<file path="src/rtl/spi_slave.sv">
// rtl/spi_slave.sv - SPI mode-0 slave, one-word tx buffer; status flags when SPI_SLAVE_STATUS_EN is defined
module spi_slave #(
  parameter int WIDTH = 16
) (
  input  logic             clk,
  input  logic             nrst,
  input  logic             SCLK,
  input  logic             SS,
  input  logic             MOSI,
  output logic             MISO,
  input  logic [WIDTH-1:0] tx_data,
  input  logic             tx_load,
  output logic             tx_ready,
  output logic [WIDTH-1:0] rx_data,
  output logic             rx_valid
`ifdef SPI_SLAVE_STATUS_EN
  ,
  input  logic             clr_status,
  output logic             underrun_flag,
  output logic             abort_flag
`endif
);

  localparam int CNT_W = $clog2(WIDTH);

  typedef enum logic [1:0] {IDLE, SHIFT, DONE} state_t;

  state_t             state, state_nxt;
  logic               sclk_s1, sclk_s2, sclk_s3;
  logic               ss_s1, ss_s2, ss_s3;
  logic               mosi_s1, mosi_s2;
  logic [1:0]         settle;
  logic               armed;
  logic [WIDTH-1:0]   tx_shift;
  logic [WIDTH-1:0]   rx_shift;
  logic [WIDTH-1:0]   tx_buf;
  logic               buf_full;
  logic [CNT_W-1:0]   bit_cnt;
  logic               rx_pend;

  logic sclk_rise, sclk_fall, ss_fall;
  logic frame_start, abort, last_bit;

  assign sclk_rise   = sclk_s2 & ~sclk_s3;
  assign sclk_fall   = ~sclk_s2 & sclk_s3;
  assign ss_fall     = ~ss_s2 & ss_s3;
  assign frame_start = (state == IDLE) && ss_fall && armed;
  assign abort       = (state == SHIFT) && ss_s2;
  assign last_bit    = (bit_cnt == CNT_W'(WIDTH - 1));

  assign MISO     = (state == SHIFT) ? tx_shift[WIDTH-1] : 1'b0;
  assign tx_ready = ~buf_full;

  // Two-flop synchronizers plus a third stage used only for edge detection
  always_ff @(posedge clk or negedge nrst) begin
    if (!nrst) begin
      sclk_s1 <= 1'b0; sclk_s2 <= 1'b0; sclk_s3 <= 1'b0;
      ss_s1   <= 1'b1; ss_s2   <= 1'b1; ss_s3   <= 1'b1;
      mosi_s1 <= 1'b0; mosi_s2 <= 1'b0;
    end else begin
      sclk_s1 <= SCLK;    sclk_s2 <= sclk_s1; sclk_s3 <= sclk_s2;
      ss_s1   <= SS;      ss_s2   <= ss_s1;   ss_s3   <= ss_s2;
      mosi_s1 <= MOSI;    mosi_s2 <= mosi_s1;
    end
  end

  // After reset only accept a frame once SS has been seen high through the
  // whole chain, so a reset taken mid-frame cannot fake an SS fall
  always_ff @(posedge clk or negedge nrst) begin
    if (!nrst) begin
      settle <= 2'd0;
      armed  <= 1'b0;
    end else begin
      if (settle != 2'd3)
        settle <= settle + 2'd1;
      if (settle == 2'd3 && ss_s3)
        armed <= 1'b1;
    end
  end

  // State register
  always_ff @(posedge clk or negedge nrst) begin
    if (!nrst)
      state <= IDLE;
    else
      state <= state_nxt;
  end

  // Next-state logic; SS high in SHIFT aborts ahead of any SCLK edge
  always_comb begin
    state_nxt = state;
    case (state)
      IDLE:    if (frame_start) state_nxt = SHIFT;
      SHIFT: begin
        if (ss_s2)
          state_nxt = IDLE;
        else if (sclk_rise && last_bit)
          state_nxt = DONE;
      end
      DONE:    if (ss_s2) state_nxt = IDLE;
      default: state_nxt = IDLE;
    endcase
  end

  // Shift registers and bit counter; a load coinciding with frame start bypasses the buffer
  always_ff @(posedge clk or negedge nrst) begin
    if (!nrst) begin
      tx_shift <= '0;
      rx_shift <= '0;
      bit_cnt  <= '0;
    end else if (frame_start) begin
      tx_shift <= tx_load ? tx_data : (buf_full ? tx_buf : '0);
      bit_cnt  <= '0;
    end else if (state == SHIFT && !ss_s2) begin
      if (sclk_rise) begin
        rx_shift <= {rx_shift[WIDTH-2:0], mosi_s2};
        bit_cnt  <= bit_cnt + CNT_W'(1);
      end
      if (sclk_fall)
        tx_shift <= {tx_shift[WIDTH-2:0], 1'b0};
    end
  end

  // Tx buffer: emptied at every frame start, refilled by tx_load otherwise
  always_ff @(posedge clk or negedge nrst) begin
    if (!nrst) begin
      tx_buf   <= '0;
      buf_full <= 1'b0;
    end else if (frame_start) begin
      buf_full <= 1'b0;
    end else if (tx_load) begin
      tx_buf   <= tx_data;
      buf_full <= 1'b1;
    end
  end

  // Publish the received word one cycle after the final SCLK rise
  always_ff @(posedge clk or negedge nrst) begin
    if (!nrst) begin
      rx_pend  <= 1'b0;
      rx_valid <= 1'b0;
      rx_data  <= '0;
    end else begin
      rx_pend  <= (state == SHIFT) && (state_nxt == DONE);
      rx_valid <= rx_pend;
      if (rx_pend)
        rx_data <= rx_shift;
    end
  end

`ifdef SPI_SLAVE_STATUS_EN
  logic underrun_set;
  assign underrun_set = frame_start && !tx_load && !buf_full;

  // Sticky status flags; a new event wins over a simultaneous clear
  always_ff @(posedge clk or negedge nrst) begin
    if (!nrst) begin
      underrun_flag <= 1'b0;
      abort_flag    <= 1'b0;
    end else begin
      underrun_flag <= underrun_set | (underrun_flag & ~clr_status);
      abort_flag    <= abort | (abort_flag & ~clr_status);
    end
  end
`else
  logic unused_abort;
  assign unused_abort = abort;
`endif

endmodule

</file>
<file path="config.mk">
export PLATFORM = sky130hd
export DESIGN_NAME = spi_slave
export DESIGN_NICKNAME = d
export VERILOG_FILES = /design/src/rtl/spi_slave.sv
export SDC_FILE = /design/constraint.sdc
export NUM_CORES = 1
export LEC_CHECK = 0
export CORE_AREA = 2 2 82 100
export CTS_CLUSTER_SIZE = 20
export DETAILED_ROUTE_END_ITERATION = 8
export DIE_AREA = 0 0 84 102
export PLACE_DENSITY = 0.72
export SLEW_MARGIN = 25
export SYNTH_ARGS = -nofsm -noshare
export SYNTH_HDL_FRONTEND = slang
export SYNTH_SLANG_ARGS = --single-unit
</file>
<file path="constraint.sdc">
create_clock -name clk -period 1.91 [get_ports clk]
set_input_delay 0.573 -clock clk [delete_from_list [all_inputs] [get_ports clk]]
set_output_delay 0.573 -clock clk [all_outputs]
set_load 0.005 [all_outputs]
</file>
After elaboration in Yosys (flattened, before gate mapping):

Index checks and enable logic that the tools add are counted.
Widths: inputs -> output; s select.

* input bits: 22
* logic and storage cells: 67
* bits in registers: 84

* reduce and logical (&&, ||, !) cells: 16
* bitwise logic cells: 8
* eq/ne operators: 6
* $add $sub $neg: 2
* muxes and demuxes: 16

Operators with widths (number)
* $mux 16: 5
* $mux 4: 3
* $mux 2: 4
* $reduce_bool 2->1: 4
* $eq 2x2->1 const B: 3
* $logic_and 1x1->1: 6
* $pmux 2 s3: 1
* $reduce_and 2->1: 3
* $not 1->1: 5
* $add 4x1->4 const B: 1
* $eq 4x4->1 const B: 1
* $and 1x1->1: 3
* $mux 1: 3
* $reduce_and 3->1: 1
* $add 2x1->2 const B: 1
* $eq 2x1->1 const B: 1
* $logic_not 2->1: 1
* $ne 2x2->1 const B: 1
* $logic_not 1->1: 1

Longest topological paths before layout:

* depth in word-level cells: 8
* mapped depth: 6

Least setup slack after synthesis:

No wires, ideal clock.

* path type: reg2reg
* from: register state[1]
* to: register tx_buf[10]
* setup time: 125 ps
* path slack: 264 ps
* required time: 1785 ps
* stages on the path, launching flop included: 6
* clock period less this slack: 1646 ps
* arrival: 1521 ps
* cell sequence: dfrtp_1 nor4b_1 nand2_1 nand2_2 buf_4 mux2_2

* longest elaborated chain between the ends: 5

RTL lines
* start: declaration: line 28 `state_t state, state_nxt;`
* start signal: assignment: line 86 `state <= state_nxt;`
* $logic_not 2->1: line 47 `assign frame_start = (state == IDLE) && ss_fall && armed;`
* $logic_and 1x1->1 (2 in series): line 47
* $not 1->1 (no source line)
* $reduce_and 2->1 (no source line)
* end signal: assignment: line 132 `tx_buf <= tx_data;`
* end: declaration: line 36 `logic [WIDTH-1:0] tx_buf;`

Every way passes these cells.
A chain may end at the register's enable or synchronous reset.

Worst setup path in the final report:

* from: register state[0]
* to: output port MISO

* longest elaborated chain between the ends: 2

RTL lines
* $eq 2x1->1: line 51 `assign MISO = (state == SHIFT) ? tx_shift[WIDTH-1] : 1'b0;`
* $mux 1: line 51
* end: declaration: line 10 `output logic MISO,`

Every way passes these cells.

==> results.toml <==
[clock_network]
cts_tree = "built"
cts_buffers = 9
htreeDepth = 3
clockBufferDepth = 2
clkLatencyLatePin_ns = 0.35
cts.sinks = 84
clk_pin_slew_ns = 0.09
cts_root_buf = "clkbuf_8"

[synth]
synth_area_leader_cell = "dfrtp_1"
ys.flop_type = "dfrtp_1"
syn-num-nets = 272
avgSynthCellArea_um2 = 13.5
synth.most_common_cell = "dfrtp_1"
synthTopCellsByArea = "dfrtp_1 61%, mux2_2 16%, nand2_1 3.8%"
synth_common_cells = "81 x dfrtp_1, 49 x mux2_2, 34 x nand2_1, 15 x a31oi_1, 14 x a221oi_1"
syn_area_um2 = 3350
ys_ff_latch = 84
synth_cells = 248
synth_seq_area_share = 0.629
async_reset_ff_frac = 1.00
synth_top_area_share = 0.606
synth_edf_count = 0
ys_types = 36
ys_warn_count = 0

[detailed_routing]
vias = 2128
routed_wl_um = 6080
drtIter0Drc = 80
first_pass_iters = 4
drc = 0
final_antenna_net_count = 0
vias_per_cell = 5.37
detail_route.wl_per_cell_um = 15.3

[timing]
drv_slew = 0
holdWs_ns = 0.101
worst_slew_pin_slew_ns = 0.715
fmax_ghz = 0.545
final_hold_viol_count = 0
clock_skew_ns = 0.0108
fin_crit_ns = 1.83
max_slew_margin = 0.523
fin_crit_sh = 0.961
tns_ns = 0
finalSetupViolCount = 0

[worst_hold_path]
hold_class = "in2async"

[floorplanning]
core_um2 = 7580
die_h_um = 102
io_pins = 41
row_count = 35
die_w_um = 84
start_util = 0.442
dieArea_um2 = 8570

[global_route]
antenna_found_initial = 0
grt_pass1_vias = 2201
grt-ovfl-total = 0
grt_max_degree = 43
grt_first_pass_wirelength_um = 10300
grt_usage = 0.152

[pwr]
ir_worst_vdd_v = 0.000552
powerDensity_nw_per_um2 = 893
p_leak_nw = 1.87
fin_total_pwr_mw = 3.70

[layout]
syn_to_final_growth_pct = 23.7
multi_input_area_um2 = 1180
final_area_um2 = 4140
antenna_cells = 0
drive_gt1_frac = 0.296
fill_cells = 622
regArea_um2 = 2110
nNetsFinal = 323
instances_no_fill = 396

[setup_path]
worstSetupPathType = "reg2out"
cp-start-kind = "register"
crit_required_ns = 1.34
worstSetupEndpointType = "primary output"
arrival_ns = 1.26
crit_fanout = 5

[run]
max_cap_viol_count = 0

[run_status]
status = "finished clean"

[placed_design]
dp_hpwl_um = 3920
dp.cells = 378
gp_congestion = 0.755
port_buffers = 40
dpl_cell_area_um2 = 3920
## final timing paths
kind	from	to	slack, ns	cells after the start
setup / recovery	state[0]	MISO	0.08	3
hold / removal	nrst	tx_buf[3]	0.10	1
setup reg to reg	state[1]	tx_buf[4]	0.12	6
hold reg to reg	mosi_s1	mosi_s2	0.35	0
max in group asynchronous	nrst	rx_data[12]	1.29	2
min in group clk	mosi_s1	mosi_s2	0.35	0
## final cells by class
type / count / share of cell area
Clock buffer: 9 / 0.0299
Multi-Input combinational cell: 149 / 0.284
Tap cell: 92 / 0.0278
Sequential cell: 84 / 0.509
Clock inverter: 7 / 0.0181
Timing Repair Buffer: 54 / 0.130
Inverter: 1 / 0.000907
## sequential cells by signal, summed over array words and instances, names as in the netlist
signal,count
mosi_s1,1
armed,1
rx_shift,16
sclk_s3,1
rx_pend,1
bit_cnt,4
rx_data,16
ss_s1,1
rx_valid,1
mosi_s2,1
sclk_s2,1
tx_shift,16
ss_s2,1
sclk_s1,1
tx_buf,16
settle,2
buf_full,1
state,2
ss_s3,1
## layer usage
layer,share of wire,GRT usage
met5,0,0
met4,0.016,0.0819
met3,0.048,0.0388
met2,0.48,0.241
met1,0.46,0.194
## worst max-delay path, cell delays in order (launching register included)
cell	delay, ns
dfrtp_1	0.39
buf_4	0.15
and3b_1	0.18
clkdlybuf4s15_1	0.20
## where the power goes
group,switching (mW),internal [mW],leakage (nW)
Sequential,0.105,1.95,1.05
Combinational,0.187,0.209,0.716
Clock,0.633,0.610,0.104
Total,0.924,2.77,1.87
## kinds of logic (layout without fill, tap and decap cells)
| family | after synthesis | in the layout | synth area share |
|---|---|---|---|
| AO/OA/AOI/OAI | 40 | 40 | 0.0853 |
| AND/OR/NAND/NOR | 56 | 56 | 0.0864 |
| buffers and inverters | 15 | 71 | 0.0213 |
| multiplexers | 49 | 49 | 0.165 |
| flip-flops | 84 | 84 | 0.629 |
| XOR/XNOR | 2 | 2 | 0.00524 |
| adder cells (fa/ha/maj) | 2 | 2 | 0.00748 |
## layout by cell type, fill, tap and decap left out, drive strengths merged, types with 2 or more instances in the layout
cell            n
mux2           49
nand2b          3
nand2          35
nor3b           2
a21oi           3
nand3b          2
nand3           4
buf            15
clkdlybuf4s50  37
dfstp           3
inv             2
clkbuf          9
ha              2
nor2            2
o21ai           3
a221oi         14
clkinv          5
and3b           2
dfrtp          81
a31oi          15
## through the flow
step	worst slack (ns)	util
final	0.0751	0.546
after floorplan	0.264	-
after global routing	-0.00503	0.546
after global placement	-0.375	0.517
after detailed placement	-0.396	0.517
after CTS	0.0423	0.546
## repair_timing
action                                  4_1_cts  5_1_grt
buffers inserted                              2        0
endpoints found under the setup margin       10       11
gates cloned                                  0        0
hold buffers                                  0        0
resized for setup                             4        1
No activity file was read; power rests on OpenSTA's default activity.
